<file path="src/rtl/ball_physics.sv">
// ball_physics: per-frame ball motion, paddle/wall bounces, scoring and match FSM for pong.
module ball_physics #(
  parameter int H_RES       = 1024,
  parameter int V_RES       = 768,
  parameter int BALL_SIZE   = 16,
  parameter int PAD_W       = 10,
  parameter int PAD_H       = 100,
  parameter int PAD_LEFT_X  = 20,
  parameter int PAD_RIGHT_X = 994,
  parameter int SPEED       = 4,
  parameter int WIN_SCORE   = 9,
  parameter int SERVE_DELAY = 60
) (
  input  logic        clk,
  input  logic        rst,
  input  logic        timing_tick,
  input  logic        start,
  input  logic [9:0]  y_pad_left,
  input  logic [9:0]  y_pad_right,
  output logic [10:0] x_ball,
  output logic [9:0]  y_ball,
  output logic [3:0]  player1_score,
  output logic [3:0]  player2_score,
  output logic        game_over,
  output logic        winner
);
  localparam logic [10:0] XC = 11'((H_RES - BALL_SIZE) / 2);
  localparam logic [10:0] YC = 11'((V_RES - BALL_SIZE) / 2);
  localparam logic [10:0] BS = 11'(BALL_SIZE);
  localparam logic [10:0] SP = 11'(SPEED);
  localparam logic [10:0] PH = 11'(PAD_H);
  localparam logic [10:0] LX = 11'(PAD_LEFT_X + PAD_W);
  localparam logic [10:0] RX = 11'(PAD_RIGHT_X);
  localparam logic [10:0] HR = 11'(H_RES);
  localparam logic [10:0] VR = 11'(V_RES);
  localparam logic [3:0]  WS = 4'(WIN_SCORE);
  localparam int          CW = $clog2(SERVE_DELAY + 1);
  localparam logic [CW-1:0] SD = CW'(SERVE_DELAY);
  typedef enum logic [1:0] {IDLE, SERVE, PLAY, OVER} state_t;
  state_t state, state_nx;
  logic [10:0] x_nx, yw, yl, yr, x_mv, y_mv;
  logic [9:0]  y_nx;
  logic [3:0]  p1_nx, p2_nx, p1_inc, p2_inc;
  logic        go_nx, winner_nx, dir_x, dir_y, dx_nx, dy_nx, dx_mv, dy_mv;
  logic [CW-1:0] cnt, cnt_nx;
  logic        ovl_l, ovl_r, hit_l, hit_r, miss_l, miss_r, top, bot, win;
  assign yw = {1'b0, y_ball};
  assign yl = {1'b0, y_pad_left};
  assign yr = {1'b0, y_pad_right};
  assign ovl_l = (yw + BS > yl) && (yw < yl + PH);
  assign ovl_r = (yw + BS > yr) && (yw < yr + PH);
  // x_ball >= LX guards the subtraction, so the left hit test never wraps
  assign hit_l = !dir_x && x_ball >= LX && x_ball - SP <= LX && ovl_l;
  assign hit_r = dir_x && x_ball + BS <= RX && x_ball + BS + SP >= RX && ovl_r;
  assign miss_l = !dir_x && x_ball <= SP;
  assign miss_r = dir_x && x_ball + BS + SP >= HR;
  assign top = !dir_y && yw <= SP;
  assign bot = dir_y && yw + BS + SP >= VR;
  assign y_mv = top ? 11'd0 : bot ? VR - BS : dir_y ? yw + SP : yw - SP;
  assign dy_mv = top ? 1'b1 : bot ? 1'b0 : dir_y;
  assign x_mv = hit_l ? LX : hit_r ? RX - BS : dir_x ? x_ball + SP : x_ball - SP;
  assign dx_mv = hit_l ? 1'b1 : hit_r ? 1'b0 : dir_x;
  assign p1_inc = player1_score + 4'd1;
  assign p2_inc = player2_score + 4'd1;
  assign win = miss_r ? p1_inc == WS : p2_inc == WS;
  always_ff @(posedge clk or negedge rst) begin
    if (!rst) begin
      state <= IDLE;
      x_ball <= XC;
      y_ball <= YC[9:0];
      player1_score <= '0;
      player2_score <= '0;
      game_over <= 1'b0;
      winner <= 1'b0;
      dir_x <= 1'b1;
      dir_y <= 1'b1;
      cnt <= '0;
    end else begin
      state <= state_nx;
      x_ball <= x_nx;
      y_ball <= y_nx;
      player1_score <= p1_nx;
      player2_score <= p2_nx;
      game_over <= go_nx;
      winner <= winner_nx;
      dir_x <= dx_nx;
      dir_y <= dy_nx;
      cnt <= cnt_nx;
    end
  end
  always_comb begin
    state_nx = state;
    x_nx = x_ball;
    y_nx = y_ball;
    p1_nx = player1_score;
    p2_nx = player2_score;
    go_nx = game_over;
    winner_nx = winner;
    dx_nx = dir_x;
    dy_nx = dir_y;
    cnt_nx = cnt;
    if ((state == IDLE || state == OVER) && start) begin
      state_nx = SERVE;
      x_nx = XC;
      y_nx = YC[9:0];
      p1_nx = '0;
      p2_nx = '0;
      go_nx = 1'b0;
      dx_nx = 1'b1;
      dy_nx = 1'b1;
      cnt_nx = SD;
    end else if (state == SERVE && timing_tick) begin
      cnt_nx = cnt <= CW'(1) ? '0 : cnt - CW'(1);
      state_nx = cnt <= CW'(1) ? PLAY : SERVE;
    end else if (state == PLAY && timing_tick) begin
      if (miss_l || miss_r) begin
        x_nx = XC;
        y_nx = YC[9:0];
        dx_nx = miss_r;
        p1_nx = miss_r ? p1_inc : player1_score;
        p2_nx = miss_l ? p2_inc : player2_score;
        state_nx = win ? OVER : SERVE;
        go_nx = win;
        winner_nx = win ? miss_l : winner;
        cnt_nx = SD;
      end else begin
        x_nx = x_mv;
        y_nx = y_mv[9:0];
        dx_nx = dx_mv;
        dy_nx = dy_mv;
      end
    end
  end
endmodule

</file>
<file path="config.mk">
export PLATFORM = sky130hd
export DESIGN_NAME = ball_physics
export DESIGN_NICKNAME = d
export VERILOG_FILES = /design/src/rtl/ball_physics.sv
export SDC_FILE = /design/constraint.sdc
export NUM_CORES = 1
export LEC_CHECK = 0
export CORE_MARGIN = 1
export CORE_UTILIZATION = 57
export CTS_CLUSTER_SIZE = 14
export DETAILED_ROUTE_END_ITERATION = 12
export PLACE_DENSITY = 0.82
export SLEW_MARGIN = 20
export SYNTH_ARGS = -nofsm -noshare
export SYNTH_HDL_FRONTEND = slang
export SYNTH_SLANG_ARGS = --single-unit
</file>
<file path="constraint.sdc">
create_clock -name clk -period 4.1 [get_ports clk]
set_input_delay 0.82 -clock clk [delete_from_list [all_inputs] [get_ports clk]]
set_output_delay 0.82 -clock clk [all_outputs]
set_load 0.01 [all_outputs]
</file>
### Word-level counts from Yosys, hierarchy flattened

Index checks and enable logic that the tools add are counted.

| cells by class | value |
|---|---|
| add/subtract/negate cells | 13 |
| magnitude comparators | 13 |
| eq/ne operators | 7 |
| multiplexer cells | 52 |
| bitwise logic cells | 2 |
| reduce and logical (&&, ||, !) cells | 36 |

Operators with widths:

| kind | count |
|---|---|
| 11-bit two-way mux | 7 |
| 10-bit two-way mux | 7 |
| 4-bit two-way mux | 10 |
| 11-bit by 3-bit adder with 11-bit output, second input constant | 3 |
| 6-bit two-way mux | 5 |
| 10-bit by 7-bit adder with 11-bit output, second input constant | 2 |
| 11-bit by 10-bit >= comparator with 1-bit output, second input constant | 2 |
| 11-bit by 10-bit > comparator with 1-bit output | 2 |
| 10-bit by 11-bit < comparator with 1-bit output | 2 |
| 1-bit two-way mux | 17 |
| 1-bit logical AND | 15 |
| 2-bit two-way mux | 6 |
| 4-bit AND reduction | 3 |
| 10-bit by 5-bit adder with 11-bit output, second input constant | 1 |
| 11-bit by 5-bit adder with 11-bit output, second input constant | 1 |
| 11-bit >= comparator, second input constant | 1 |
| 11-bit by 5-bit >= comparator with 1-bit output, second input constant | 1 |
| 11-bit by 10-bit less-or-equal comparator with 1-bit output, second input constant | 1 |
| 11-bit by 3-bit less-or-equal comparator with 1-bit output, second input constant | 1 |
| 11-bit by 5-bit less-or-equal comparator with 1-bit output, second input constant | 1 |
| 11-bit by 3-bit subtractor with 11-bit output, second input constant | 1 |
| 10-bit by 3-bit adder with 10-bit output, second input constant | 1 |
| 10-bit by 3-bit less-or-equal comparator with 1-bit output, second input constant | 1 |
| 10-bit by 3-bit subtractor with 10-bit output, second input constant | 1 |
| 17 further kinds | 31 |

| storage, ports and cells | value |
|---|---|
| bits in registers | 41 |
| input bits | 24 |
| output and inout port bits | 31 |
| word-level logic and storage cells | 133 |

### Longest topological paths before layout

| logic depth | value |
|---|---|
| word-level depth | 11 |
| mapped depth | 13 |
| mapped depth without buffers | 12 |

### Worst setup path after synthesis

Ideal clock, no wire load.

| timing | value |
|---|---|
| kind | input-to-reg |
| start point | in y_pad_right[2] |
| end point | reg x_ball[3] |
| setup time | 0.093 ns |
| data arrival time | 3.346 ns |
| data required time | 4.007 ns |
| setup slack | 0.660 ns |
| cell stages on the path | 12 |
| path buffers | 0 |
| cells stage by stage | ha_1 > a21oi_1 > nand2_1 > nand2_1 > xnor2_1 > ha_1 > a2111oi_0 > o21ai_0 > o221a_2 > or4_4 > a2111oi_0 > a21oi_1 |

| between the ends | value |
|---|---|
| cells in the longest elaborated chain, start to end | 10 |
| elaborated cells on any way between the ends | 11 |
| classes of those cells | add/sub (1); order compare (2); mux (6); reduce/logical (2) |

Ends and longest elaborated chain:

| element | RTL line | source |
|---|---|---|
| start: declaration | 19 | `input logic [9:0] y_pad_right,` |
| 10-bit by 7-bit adder with 11-bit output | 51 | `assign ovl_r = (yw + BS > yr) && (yw < yr + PH);` |
| 10-bit by 11-bit < comparator with 1-bit output | 51 |  |
| 1-bit logical AND (*) | 51 |  |
| 1-bit logical AND (*) | 54 | `assign hit_r = dir_x && x_ball + BS <= RX && x_ball + BS + SP >= RX && ovl_r;` |
| 11-bit two-way mux (*) (2 in series) | 61 | `assign x_mv = hit_l ? LX : hit_r ? RX - BS : dir_x ? x_ball + SP : x_ball - SP;` |
| 11-bit two-way mux (*) | 116 | `if (miss_l \|\| miss_r) begin` |
| 11-bit two-way mux (*) | 115 | `end else if (state == PLAY && timing_tick) begin` |
| 11-bit two-way mux (*) | 112 | `end else if (state == SERVE && timing_tick) begin` |
| 11-bit two-way mux (*) | 102 | `if ((state == IDLE \|\| state == OVER) && start) begin` |
| end signal: assignment | 80 | `x_ball <= x_nx;` |
| end: declaration | 20 | `output logic [10:0] x_ball,` |

Mark *: on every way between the ends. The rest lies on a longest branch, timed or not. The select of a mux whose other input is x is not followed.
A chain may end at the register's enable or synchronous reset.

### Worst setup path after layout

Ends and elaborated chain as after synthesis.

==> reports/results.tsv <==
stage	metric	value	unit
cells_and_area	Final Instance Area	4760	µm²
routing	DR vias/cell	6.34	
worst_setup_path	CP Class	in -> reg	
sta	final setup vio count	0	
place	Placed Area	4670	µm²
synthesis	Distinct cells, synth	70	
cts	Worst-Skew Late Latency	0.29	ns
cells_and_area	layout filler cell count	557	
cts	CTS resizes	0	
worst_setup_path	CP Capture Type	register	
status	status	complete, no violations	
die	chip height	86.9	µm
sta	final hold vios	0	
cells_and_area	register area	967	µm²
pwr	Psw	1240	µW
grt	grt total ovfl	0	
die	die area	7540	µm²
cts	Root Buffer	clkbuf_8	
place	Post-Place Cells	638	
routing	drt initial violations	263	
sta	minimum clock period	3.93	ns
sta	Final Max Slew Viols	0	
place	GPL Wtd Cong	0.917	
pwr	PwrDens	532	nW/µm²
routing	antenna-violating nets left	0	
die	die width	86.9	µm
cells_and_area	Core Util, Final	69.3	%
worst_setup_path	CP cell instances	clkdlybuf4s50_1 -> buf_4 -> nand3_1 -> and3_1 -> nor3_1 -> xnor2_1 -> ha_1 -> a2111oi_0 -> o21ai_0 -> o221a_2 -> or4_4 -> a2111oi_1 -> a21oi_1	
pwr	clock share of power	10.0	%
cells_and_area	most common cell after layout, fill and taps aside	ha_1	
worst_setup_path	WP data required	4.31	ns
synthesis	EDFF count, synth	0	
synthesis	Top FF cell, synth	dfrtp_1	
place	HPWL Detailed	8130	µm
sta	Max Freq	254	MHz
sta	post-route clock skew	0.00528	ns
place	Port Buffers	51	
cts	Num CTS Buffers	5	
grt	vias in the first global route	3859	
routing	wire per inst	16.7	µm
synthesis	average cell area after synthesis	8.11	µm²
sta	RSZ-0062 raised after global routing	false	
routing	Routed Wire Length	10800	µm
die	row cnt	30	
cells_and_area	Area Growth Syn to Fin	15.9	%
die	Top-Level Pins	55	
routing	DRC violations left	0	
pwr	Switching Fraction	49.1	%
synthesis	Synthesis Warnings	0	
cts	Post-CTS Setup Bufs	0	
worst_setup_path	CP Data Arrival Time	4.14	ns
grt	GRT Resource Usage Total	29.5	%
routing	1st-pass router iterations	5	
sta	hold_ws	0.499	ns
synthesis	sequential cell area fraction in the yosys report	23.6	%
cells_and_area	Post-layout nets	627	
cells_and_area	Ant. Diodes	0	
sta	Relative slew margins	29.3	%
pwr	P_leak	0.00207	µW
cts	maximum root-to-sink buffer count	2	
worst_setup_path	CP Max Fanout	4	
cells_and_area	Finished Layout Cells	646	
grt	largest net degree at the start of global routing	39	
cells_and_area	footprint of the multi-input gates	2870	µm²
routing	vias	4093	
grt	initial antenna violation count	0	
pwr	Int Pwr	1290	µW
hold_path	Hold WC Path Type	reg -> reg	
synthesis	FF+latch count, synth	38	
cts	Clock transition at path regs	0.08	ns
worst_setup_path	delay of the slowest critical-path stage	0.49	ns
sta	final worst slack	0.168	ns
pwr	Peak VDD IR	0.352	mV
cells_and_area	most frequent cells in the layout	54 x ha_1, 50 x clkdlybuf4s50_1, 43 x nand2_1	
cts	Hold Buf Count CTS	0	
die	Core ar.	6870	µm²
cts	CTS tree	built	
synthesis	Cells after Synth	506	
cells_and_area	layout cells sized above 1	8.36	%
worst_setup_path	Slowest cell on crit path	clkdlybuf4s50_1	
sta	fin crit share	95.9	%
sta	Least-Margin Pin Slew	1.05	ns
grt	first-pass GRT wire length	17800	µm
cts	Sink Count	38	
cts	CTS H-tree lvls	2	
worst_setup_path	Startpoint Class	primary input	
pwr	combinational power share	59.4	%
job	total of max-cap violations	0	
synthesis	synthesized area	4100	µm²
pwr	Sequential Power Share	30.6	%
place	pre-CTS setup slack	-0.119	ns
synthesis	Post-synth ARST share	100	%
die	initial core utilization	59.7	%
[power groups by stage]
stage | Combinational (µW) | Sequential [µW] | Clock (µW)
after floorplan | 1130 | 659 | 0
after CTS | 1490 | 764 | 265
final | 1500 | 774 | 254
after detailed placement | 1480 | 770 | 0
after global placement | 1420 | 762 | 0
after global routing | 1670 | 794 | 274
[sequential cells by signal, indices dropped and copies added, names as in the netlist]
register and cells:
x_ball 10, y_ball 8, cnt 6, player1_score 4, player2_score 4, state 2, dir_x 1, dir_y 1
game_over 1, winner 1
[logic make-up after synthesis]
kind of cell	count (synthesis)	synth area share, %
fa+ha+maj	54	16.5
flops	38	23.6
simple gates	183	23.9
xor+xnor	28	5.98
buf+inv	65	6.65
mux	5	1.65
other cells	1	0.0914
compound gates	132	21.7
[worst max-delay path: cells and delay by family]
family	cells	cell delay, ns
compound gates	5	1.39
xor+xnor	1	0.10
fa+ha+maj	1	0.21
buf+inv	2	0.62
simple gates	4	0.99
[stage by stage]
step / total power, µW / setup TNS, ns
after floorplan: 1790 / 0
after global placement: 2180 / 0
after detailed placement: 2250 / -0.119
after CTS: 2520 / 0
after global routing: 2740 / 0
final: 2530 / 0
[final cells by class]
class	instances	share of cell area [%]
clock buffer	6	1.53
clock inverter	2	0.289
inverter	41	3.23
multi-input combinational	405	60.4
sequential	38	20.3
tap	96	2.52
timing repair buffer	58	11.7
[Yosys cell counts, types with 5 or more instances]
cell type	number	area share, %
buf_4	5	0.91
xor2_1	6	1.3
o211ai_1	8	1.5
nor2_1	31	2.8
nor3_1	19	2.3
nor4_1	10	1.5
ha_1	54	16
and3_1	5	0.76
a21oi_1	31	3.8
a31oi_1	12	1.8
buf_2	7	0.85
nand2_1	43	3.9
nand3_1	22	2.7
xnor2_1	22	4.7
a211o_1	5	1.1
dfrtp_1	25	15
nand4_1	10	1.5
or3_1	9	1.4
inv_1	41	3.8
a21o_1	6	1.1
o21a_1	5	0.91
dfstp_2	13	8.3
clkbuf_1	11	1.0
o21ai_0	25	3.0
[per-layer routing]
layer  up-vias  GRT usage (%)  share of wire [%]
met5         -              0                  0
met4         0           7.27                1.6
met3        20           4.83                6.7
met2       169           49.3                 48
met1      1948           40.0                 44
li1       1956              -                  -
[final timing paths]
kind / startpoint / to / slack, ns / cells after the start
max in group asynchronous: rst / winner / 2.95 / 1
worst min register to register: winner / winner / 0.50 / 1
worst max-delay path: y_pad_right[2] / x_ball[3] / 0.17 / 13
worst min-delay path: winner / winner / 0.50 / 1
min in group asynchronous: rst / player1_score[3] / 0.63 / 1
worst max register to register: y_ball[6] / x_ball[3] / 0.68 / 10
(Power assumes the default switching activity.)
